$ cat src/rtl/c_smag_sub_seq.sv
// Sequential sign-magnitude subtractor: 32-bit operands, magnitude processed 8 bits per cycle.
// Define C_SMAG_SUB_ADDSUB_OP_EN to add an 'op' input (1 = add, 0 = subtract).
module c_smag_sub_seq (
  input  logic        clk,
  input  logic        rst_n,
  input  logic        in_valid,
  output logic        in_ready,
  input  logic [31:0] num1,
  input  logic [31:0] num2,
`ifdef C_SMAG_SUB_ADDSUB_OP_EN
  input  logic        op,
`endif
  output logic        out_valid,
  input  logic        out_ready,
  output logic [31:0] diff,
  output logic        ovf
);

  localparam logic [1:0] IDLE = 2'd0;
  localparam logic [1:0] CMP  = 2'd1;
  localparam logic [1:0] CALC = 2'd2;
  localparam logic [1:0] DONE = 2'd3;

  logic [1:0]  state_reg;
  logic [1:0]  cnt_reg;
  logic [31:0] n1_reg, n2_reg;
  logic        op_reg;
  logic [31:0] a_reg, b_reg, res_reg;
  logic        s1_reg, s2_reg, gt_reg, eq_reg, carry_reg;
  logic [31:0] diff_reg;
  logic        ovf_reg;

  logic [30:0] mag1, mag2;
  logic        s1_eff, s2_eff, gt_c, eq_c, sub_c, sub_w;
  logic [7:0]  b8;
  logic [8:0]  sum9;
  logic [31:0] final_w;
  logic [30:0] mag_w;
  logic        sign_w;

  // CMP stage: effective signs (zero magnitude is always positive) and magnitude compare
  assign mag1   = n1_reg[30:0];
  assign mag2   = n2_reg[30:0];
  assign s1_eff = n1_reg[31] & (|mag1);
  assign s2_eff = (n2_reg[31] ^ ~op_reg) & (|mag2);
  assign gt_c   = mag1 > mag2;
  assign eq_c   = mag1 == mag2;
  assign sub_c  = s1_eff ^ s2_eff;

  // CALC stage: one 8-bit chunk per cycle, subtraction as a + ~b + 1 with the carry kept in carry_reg
  assign sub_w   = s1_reg ^ s2_reg;
  assign b8      = sub_w ? ~b_reg[7:0] : b_reg[7:0];
  assign sum9    = {1'b0, a_reg[7:0]} + {1'b0, b8} + {8'd0, carry_reg};
  assign final_w = {sum9[7:0], res_reg[31:8]};
  assign mag_w   = final_w[30:0];
  assign sign_w  = sub_w ? (eq_reg ? 1'b0 : (gt_reg ? s1_reg : s2_reg)) : s1_reg;

  always_ff @(posedge clk or negedge rst_n) begin
    if (!rst_n) begin
      state_reg <= IDLE;
      cnt_reg   <= 2'd0;
      n1_reg    <= 32'd0;
      n2_reg    <= 32'd0;
      op_reg    <= 1'b0;
      a_reg     <= 32'd0;
      b_reg     <= 32'd0;
      res_reg   <= 32'd0;
      s1_reg    <= 1'b0;
      s2_reg    <= 1'b0;
      gt_reg    <= 1'b0;
      eq_reg    <= 1'b0;
      carry_reg <= 1'b0;
      diff_reg  <= 32'd0;
      ovf_reg   <= 1'b0;
    end else begin
      case (state_reg)
        IDLE: begin
          if (in_valid) begin
            n1_reg    <= num1;
            n2_reg    <= num2;
`ifdef C_SMAG_SUB_ADDSUB_OP_EN
            op_reg    <= op;
`else
            op_reg    <= 1'b0;
`endif
            state_reg <= CMP;
          end
        end
        CMP: begin
          s1_reg    <= s1_eff;
          s2_reg    <= s2_eff;
          gt_reg    <= gt_c;
          eq_reg    <= eq_c;
          carry_reg <= sub_c;
          // For subtraction the larger magnitude always goes into a_reg
          if (sub_c && !gt_c) begin
            a_reg <= {1'b0, mag2};
            b_reg <= {1'b0, mag1};
          end else begin
            a_reg <= {1'b0, mag1};
            b_reg <= {1'b0, mag2};
          end
          res_reg   <= 32'd0;
          cnt_reg   <= 2'd0;
          state_reg <= CALC;
        end
        CALC: begin
          a_reg     <= {8'd0, a_reg[31:8]};
          b_reg     <= {8'd0, b_reg[31:8]};
          res_reg   <= final_w;
          carry_reg <= sum9[8];
          cnt_reg   <= cnt_reg + 2'd1;
          if (cnt_reg == 2'd3) begin
            // Bit 31 of the padded sum is the carry out of bit 30
            diff_reg  <= {sign_w & (|mag_w), mag_w};
            ovf_reg   <= ~sub_w & final_w[31];
            state_reg <= DONE;
          end
        end
        default: begin
          if (out_ready) state_reg <= IDLE;
        end
      endcase
    end
  end

  assign in_ready  = (state_reg == IDLE) & rst_n;
  assign out_valid = (state_reg == DONE);
  assign diff      = diff_reg;
  assign ovf       = ovf_reg;

endmodule

$ cat config.mk
export PLATFORM = sky130hd
export DESIGN_NAME = c_smag_sub_seq
export DESIGN_NICKNAME = d
export VERILOG_FILES = /design/src/rtl/c_smag_sub_seq.sv
export SDC_FILE = /design/constraint.sdc
export NUM_CORES = 1
export LEC_CHECK = 0
export CORE_MARGIN = 2
export CORE_UTILIZATION = 40
export DETAILED_ROUTE_END_ITERATION = 12
export SETUP_SLACK_MARGIN = 0.5
export SLEW_MARGIN = 20
export SYNTH_ARGS = -nofsm -noshare
export SYNTH_HDL_FRONTEND = slang
export SYNTH_SLANG_ARGS = --single-unit
$ cat constraint.sdc
create_clock -name clk -period 3.2 [get_ports clk]
set_clock_uncertainty 0.1 [all_clocks]
set_input_delay 0.32 -clock clk [delete_from_list [all_inputs] [get_ports clk]]
set_output_delay 0.32 -clock clk [all_outputs]
set_load 0.02 [all_outputs]
==> reports/metrics.cfg <==
[grt]
grt_util_all_layers_pct=20.9
grt_max_degree=139
grt_pass1_vias=7120
antenna_found_initial=0
grt_pass1_wl_mm=39.6
overflow=0

[run_status]
status=complete, no violations

[pwr]
p_per_area_mw_per_mm2=1340
pwr-share-comb_pct=61.9
p_leak_nw=5.48
power.internal_mw=9.75
switching_share_pct=42.3
p_switching_mw=7.15
seqPwrFrac_pct=25.0
clkPwrFrac_pct=13.1
totalPowerFinal_mw=16.9
vdd_drop_max_mv=0.646

[timing]
fin_crit_sh_pct=91.1
fmax_mhz=343
period_needed_ns=2.92
worst_pin_slew_ns=0.843
tns_ns=0
setup_slack_ns=0.284
drv_slew=0
hold_violations=0
setup_violations=0
slew_headroom_pct=43.8
rsz0062_at_grt=yes

[layout]
layout-drive-gt1-share_pct=28.2
nNetsFinal=1149
area_delta_synth_final_pct=35.6
layout_common_cells=167 x dfrtp_1, 109 x inv_1, 101 x clkdlybuf4s50_1
diodes=0
final_common_cell=dfrtp_1

[route]
wl_met2_mm=12.6
antenna_left=0
met3_length_mm=1.64
vias=7348
drt-vias-per-instance=5.51
wl_met1_mm=10.9
highest_layer=met4
drt-pass1-iter-count=5
wl_per_cell_um=19.4
wl_mm=25.8
drt_iter0_drc=670
drc_errors=0

[place]
dpl_worst_slack_ns=0.0319
dp_hpwl_mm=16.4
portBuffers=102
routabilityCongestion=0.839

[clocking]
root_buffer=clkbuf_16
clkTransAtPathRegs_ns=0.09
cts_buffers=17
h-tree-depth=4
clockBufferDepth=2
cts_tree=built
cts.sinks=192
clk_latency_ns=0.44

[synthesis]
synth.avg_cell_area_um2=10.8
synthArstFlopShare_pct=100
synth_cells=857
synth_edf_count=0
ys_seq_elements=192
syn-cell-area_mm2=0.00929
syn-num-nets=971
ys_warn_count=0
ys_types=45
yosysSeqAreaShare_pct=51.7
synth_flop_cell=dfrtp_1

[floorplan]
die_w_um=156
rows=55
dieArea_mm2=0.0244
io_pins=103
core_mm2=0.0227
die_y_um=156
start_util_pct=40.9

[hold_path]
hold_path.class=primary input to asynchronous set/reset pin

[worst_setup_path]
cp_data_required_time_ns=3.43
arrival_ns=3.14
crit_fanout=4
crit_type=flip-flop to flip-flop
rr_worst_depth=10
start_kind=flip-flop
end_kind=flip-flop

[job]
max_cap_violations=0

-- cell usage after synthesis (6+ instances only) --
cell | count | area [um^2]
dfrtp_1 | 192 | 4800
inv_1 | 113 | 424
o22ai_1 | 68 | 425
mux2_2 | 65 | 732
nand2_1 | 59 | 221
a221o_1 | 46 | 460
o21ai_0 | 45 | 225
ha_1 | 44 | 551
clkbuf_1 | 32 | 120
a21oi_1 | 28 | 140
nor2_1 | 23 | 86.3
mux2i_1 | 21 | 210
nor4_1 | 20 | 125
nand4_1 | 11 | 68.8
xnor2_1 | 9 | 78.8
o21a_1 | 7 | 52.6
buf_2 | 6 | 30.0
buf_6 | 6 | 67.6
nor3_1 | 6 | 30.0
-- cell families after synthesis --
family,after synthesis,share of synthesized area [%]
compound gates,213,15.8
xor+xnor,11,1.04
fa+ha+maj,46,6.36
buf+inv,160,7.03
flops,192,51.7
mux,86,10.1
simple gates,149,7.86
-- worst max-delay path, cell delays in order (launching register included) --
cell     delay [ns]
dfrtp_2        0.45
xnor2_4        0.30
xnor2_2        0.16
ha_1           0.26
nor2b_4        0.13
o21a_1         0.18
o21a_1         0.19
o31a_1         0.25
o21a_1         0.20
or3_4          0.34
a41o_1         0.24
-- timing repair --
action	in CTS	in global routing
cloned	7	5
gates resized for setup	69	44
setup buffers	32	20
hold endpoints to repair	54	0
setup endpoints to repair	66	68
pin swaps	22	66
hold buffers	1	0
-- final timing paths --
kind / slack (ns) / startpoint / end
max: 0.28 / s2_reg / res_reg[31]
min: 0.30 / rst_n / diff[5]
max reg2reg: 0.28 / s2_reg / res_reg[31]
min reg2reg: 0.38 / diff[26] / diff[26]
max in group asynchronous: 1.47 / rst_n / n1_reg[11]
min in group clk: 0.38 / num1[25] / n1_reg[25]
-- through the flow --
step	cells	instance area, um^2	hold WS, ns	utilization [%]
CTS	1308	12100	0.301	53.2
finish	1333	12600	0.296	55.5
detailed placement	1236	10800	0.217	47.7
global placement	1236	10800	0.214	47.7
global route	1333	12600	0.315	55.5
floorplan	857	9310	-0.0756	-
-- area by class of cell --
cell class / count / area, um^2
clock buffers: 17 / 425
clock inverters: 15 / 194
fillers: 1929 / 10100
inverters: 113 / 424
multi-input cells: 509 / 4360
flip-flops and latches: 192 / 4840
well taps: 285 / 357
repair buffers: 202 / 2000
-- power groups by stage --
stage	clock, mW	combinational [mW]	sequential (mW)
2_1_floorplan	0	5.53	4.16
3_3_place_gp	0	7.59	4.31
3_5_place_dp	0	7.69	4.34
4_1_cts	2.27	9.16	4.22
5_1_grt	2.35	11.3	4.33
6_report	2.22	10.5	4.22
-- layer usage --
layer	track usage, %	up-vias
li1	-	3434
met1	28.0	3584
met2	35.2	284
met3	3.30	46
met4	6.07	0
met5	0	-
Power figures use the tool's default switching activity.
==> RTL edit 1 (config.mk and constraints unchanged) <==
Build with the macro `C_SMAG_SUB_ADDSUB_OP_EN` defined.
--- a/src/rtl/c_smag_sub_seq.sv
+++ b/src/rtl/c_smag_sub_seq.sv
@@ -1,4 +1,6 @@
 // Sequential sign-magnitude subtractor: 32-bit operands, magnitude processed 8 bits per cycle.
 // Define C_SMAG_SUB_ADDSUB_OP_EN to add an 'op' input (1 = add, 0 = subtract).
+`define C_SMAG_SUB_ADDSUB_OP_EN
+
 module c_smag_sub_seq (
   input  logic        clk,
Ports: changed (added op); port bits go from 103 to 104. The function was not compared with the original's and may differ.
==> RTL edit 1 against the unedited design <==
Sequential cell count increased by 1; synthesized area up 0.46%; worst hold slack lost 0.091 ns; routed wire length fell by 1.7%; largest power group unchanged; cell area is 0.67% higher; worst setup slack got worse by 0.0066 ns; total power is 5.2% higher; die area is 0.45% higher; non-clock buffer count rose by 10; core utilization is 0.20 points higher.
==> RTL edit 1: results (changes against the unedited design) <==
The distinct cell type count of the synthesized netlist was 44 (-2.2%). The number of vias per cell is 5.404 (-2.0%), and the global-route wire length before repair is 39.99 mm (+1.1%). After synthesis, the cell types taking the most area are sky130_fd_sc_hd__dfrtp_1 52%, sky130_fd_sc_hd__mux2_2 8.0%, sky130_fd_sc_hd__ha_1 5.9%.

By count the netlist is led by 193 x sky130_fd_sc_hd__dfrtp_1, 113 x sky130_fd_sc_hd__inv_1, 68 x sky130_fd_sc_hd__o22ai_1. For the leakage power of the design, the log shows 0.005560 uW (+1.4%). The switching power of the nets was 7225 uW (+1.1%); the met1 usage in global routing was 0.2821 (+0.001657).

The flow ran to the end, and the final reports show no timing, DRC or antenna violations. The signal arrival time at the worst endpoint is 3.16 ns (+0.02 ns), and the post-CTS setup buffer count is 36 (+13%). The share of total power in sequential cells was 0.242 (-0.008); the largest net degree at the start of global routing was 167 (+20%). The number of optimization iterations in the first detailed-route pass was 7 (+2); the transition time at the pin with the least slew margin was 0.9189 ns (+0.07551 ns). The highest net fanout along the worst path came out at 6 (+2).

The logs give 1271 (+2.8%) for the number of cells after detailed placement and 11.06 mm (+1.1%) for the met1 wire length. The run gives 11300 uW (+8%) as the power attributed to combinational cells. The number of global-route vias before repair was 7262 (+2.0%).

The sequential area share after synthesis is 0.5178 (about the same). The met3 routed wirelength was 1.225 mm (-25%); the routability congestion estimate was 0.8591 (+2.4%). The average size of a mapped cell is 10.85 sq um (+0.11%), and the number of nets in the layout is 1159 (+0.87%).

For the non-filler instance count after layout, the log shows 1370 (+2.8%). The met3 track utilization from global routing is 0.03877 (+0.005816), and the count of instances resized after the clock tree is built is 55 (-20%).
RTL edit 1: cell count changes after synthesis:
cell	unedited run	this run
sky130_fd_sc_hd__o21bai_2	1	0
sky130_fd_sc_hd__dfrtp_1	192	193
sky130_fd_sc_hd__xnor2_1	9	10
sky130_fd_sc_hd__o21ai_2	1	2
sky130_fd_sc_hd__mux2_2	65	66
RTL edit 1: final timing paths:
| kind | to | start | cells after the start | slack [ns] |
|---|---|---|---|---|
| max reg2reg | a_reg[0]$_DFFE_PN0N_ | n2_reg[21]$_DFFE_PN0P_ | 10 | 0.28 |
| min in group clk | n2_reg[26]$_DFFE_PN0P_ | num2[26] | 2 | 0.38 |
| min | diff[4]$_DFFE_PN0P_ | rst_n | 2 | 0.21 |
| max | a_reg[0]$_DFFE_PN0N_ | n2_reg[21]$_DFFE_PN0P_ | 10 | 0.28 |
| min reg2reg | diff[24]$_DFFE_PN0P_ | diff[24]$_DFFE_PN0P_ | 2 | 0.38 |
| max in group asynchronous | n1_reg[11]$_DFFE_PN0P_ | rst_n | 3 | 1.55 |
RTL edit 1: logic make-up after synthesis:
| logic type | count (synthesis) | synth area share |
|---|---|---|
| fa+ha+maj | 46 | 0.06331 |
| mux | 87 | 0.1022 |
| xor+xnor | 12 | 0.01127 |
| flops | 193 | 0.5178 |
| simple gates | 149 | 0.07820 |
| buf+inv | 160 | 0.07002 |
| compound gates | 213 | 0.1572 |
RTL edit 1: layout make-up:
type / instances / area (sq um)
clock buffers: 17 / 425.4
clock inverters: 15 / 186.4
fillers: 1947 / 10100
inverters: 113 / 424.2
multi-input cells: 507 / 4204
flip-flops and latches: 193 / 4860
well taps: 313 / 391.6
repair buffers: 212 / 2187
==> RTL edit 2 (config.mk and constraints unchanged) <==
Made on the original files. Register the output `ovf` once more, with the module's reset; this adds one clock of latency there. The other outputs are not delayed to match.
--- a/src/rtl/c_smag_sub_seq.sv
+++ b/src/rtl/c_smag_sub_seq.sv
@@ -128,5 +128,11 @@
   assign out_valid = (state_reg == DONE);
   assign diff      = diff_reg;
-  assign ovf       = ovf_reg;
+  always_ff @(posedge clk or negedge rst_n) begin
+    if (!rst_n) begin
+      ovf <= '0;
+    end else begin
+      ovf <= ovf_reg;
+    end
+  end
 
 endmodule
Behaviour: not the same (Yosys sat finds a counterexample within 10 cycles, from zero or initial values and one cycle with rst_n low).
==> RTL edit 2 against the unedited design <==
Global-route usage is 0.13 points higher; count of clock-buffer cells in the layout stayed put; critical path depth stayed put; sequential cell count is 1 higher; worst setup slack better by 0.053 ns; cell count is 1.8% higher; sequential power is 1% lower; non-clock buffer count is 5 lower; total power is 3.5% lower; first-iteration DRC count is 20% lower; cell area is 1.5% lower; synthesized area is 0.27% higher; routed wire length is 2.7% lower; die area is 0.26% higher; largest power group unchanged.
==> RTL edit 2: results (changes against the unedited design) <==
For the length of routed met2 wiring, the log shows 12.41 mm (-1.7%). The switching portion of total power is 0.4241 (+0.001230). The placement-stage worst setup slack was -0.1007 ns (-0.1327 ns). The met1 wire length is 10.91 mm (-0.23%), and the largest net degree at the start of global routing is 148 (+6.5%).

The run finished with clean final reports. The total global-route track usage was 0.2108 (+0.001282). The global-route wire length before repair came out at 39.52 mm (-0.10%). The tools report the number of instances in the synthesized netlist as 858 (+0.12%). The leakage power of the design is 0.005449 uW (-0.58%), and the non-filler instance count after layout is 1357 (+1.8%). The worst vdd rail ir drop was 0.0005914 V (-8.4%). For the share of power burned in the clock network, the log shows 0.139 (+0.008).

Sorting the synthesized cells by area gives the leading types as sky130_fd_sc_hd__dfrtp_1 52%, sky130_fd_sc_hd__mux2_2 7.9%, sky130_fd_sc_hd__ha_1 5.9%. The run gives 1270 (+2.8%) as the number of cells after detailed placement. Cell area reported after detailed placement: 10920 sq um (+0.88%). The distinct cell type count of the synthesized netlist is 45 (unchanged). The net count after synthesis is 972 (+0.10%), and the number of violations reported at the end of detailed-routing iteration 0 is 537 (-20%). The tools report the TritonCTS buffer count as 17 (unchanged). The met1 usage in global routing was 0.2820 (+0.001487); the total length of routed wires was 25.14 mm (-2.7%). The port buffer count works out to 102 (unchanged).

The signal arrival time at the worst endpoint was 3.09 ns (-0.05 ns); the switching power of the nets was 6916 uW (-3.2%). The transition time at the pin with the least slew margin works out to 0.7959 ns (-0.04751 ns). The number of global-route vias before repair was 7051 (-0.97%); the met3 track utilization from global routing was 0.04209 (+0.009139). The number of vias per cell is 5.374 (-2.5%), and the sequential area share after synthesis is 0.5187 (+0.001297). The width of the die works out to 156.6 microns (+0.13%). The share of flip-flops with an asynchronous set or reset after synthesis works out to 1.000 (unchanged). In the synthesized netlist, the cells that appear most often are 193 x sky130_fd_sc_hd__dfrtp_1, 113 x sky130_fd_sc_hd__inv_1, 68 x sky130_fd_sc_hd__o22ai_1. The largest individual stage delay along the critical path comes from the cell sky130_fd_sc_hd__dfrtp_2. The routability congestion estimate is 0.8180 (-2.5%), and the met3 routed wirelength is 1.166 mm (-29%). The clock transition time at the flip-flop clock pins of the worst setup and hold paths works out to 0.09 ns (about the same).

The number of nets in the layout is 1145 (-0.35%), and the share of post-route cells with drive strength above 1 is 0.2510 (-0.03148). The number of buffers on the longest clock path is 2 (unchanged). Final HPWL from detailed placement: 16.65 mm (+1.5%). The met2 global-route usage is 0.3438 (-0.008601).

The power attributed to combinational cells is 9870 uW (-6%), and the highest net fanout along the worst path is 5 (+1).
-- RTL edit 2: changes by cell type in the layout (fill, tap and decap cells not counted), moves of 3 or more --
cell / unedited run / this run
sky130_fd_sc_hd__a21oi_1: 21 / 24
sky130_fd_sc_hd__clkbuf_16: 21 / 17
sky130_fd_sc_hd__clkinv_8: 3 / 8
sky130_fd_sc_hd__dfrtp_1: 167 / 177
sky130_fd_sc_hd__dfrtp_2: 25 / 16
sky130_fd_sc_hd__ha_1: 26 / 35
sky130_fd_sc_hd__ha_4: 17 / 9
sky130_fd_sc_hd__inv_1: 109 / 112
sky130_fd_sc_hd__inv_2: 4 / 1
sky130_fd_sc_hd__inv_8: 7 / 4
-- RTL edit 2: kinds of logic (layout without fill, tap and decap cells) --
| family | Yosys count | count (layout) | synth area share |
|---|---|---|---|
| AO/OA/AOI/OAI | 213 | 213 | 0.1578 |
| flip-flops | 193 | 193 | 0.5187 |
| buffers and inverters | 160 | 342 | 0.07015 |
| AND/OR/NAND/NOR | 149 | 153 | 0.07835 |
| multiplexers | 86 | 86 | 0.1012 |
| adder cells (fa/ha/maj) | 46 | 46 | 0.06343 |
| XOR/XNOR | 11 | 11 | 0.01035 |
-- RTL edit 2: final cells by class --
cell class | instances | area, sq um
Sequential cell | 193 | 4850
Tap cell | 313 | 391.6
Inverter | 113 | 424.2
Multi-Input combinational cell | 509 | 4198
Clock inverter | 15 | 224.0
Fill cell | 2006 | 10380
Clock buffer | 17 | 425.4
Timing Repair Buffer | 197 | 1891
-- RTL edit 2: final timing paths --
path                                           end  cells past startpoint  slack, ns                 from
max                        res_reg[31]$_DFFE_PN0N_                     10       0.34   s2_reg$_DFFE_PN0N_
min                           diff[13]$_DFFE_PN0P_                      2       0.25                rst_n
max reg2reg                res_reg[31]$_DFFE_PN0N_                     10       0.34   s2_reg$_DFFE_PN0N_
min reg2reg                          ovf$_DFF_PN0_                      0       0.30  ovf_reg$_DFFE_PN0P_
max in group asynchronous   n1_reg[12]$_DFFE_PN0P_                      3       1.57                rst_n
min in group clk                     ovf$_DFF_PN0_                      0       0.30  ovf_reg$_DFFE_PN0P_
-- RTL edit 2: worst max-delay path, delay by kind of cell, from the launching register on --
| family | cells | cell delay [ns] |
|---|---|---|
| AOI/OAI and AO/OA | 5 | 1.03 |
| xor gates and xnor gates | 2 | 0.38 |
| adders and majority gates | 1 | 0.28 |
| buffers and inverters | 1 | 0.16 |
| DFF | 1 | 0.45 |
| and+or+nand+nor | 1 | 0.33 |
-- RTL edit 2: repair_timing --
item                                    CTS  global route
setup buffers                            29            18
hold endpoints to repair                 46             0
cloned                                    6             1
resized for setup                        43            35
hold buffers                              1             0
pin swaps                                12            20
endpoints found under the setup margin   66            68
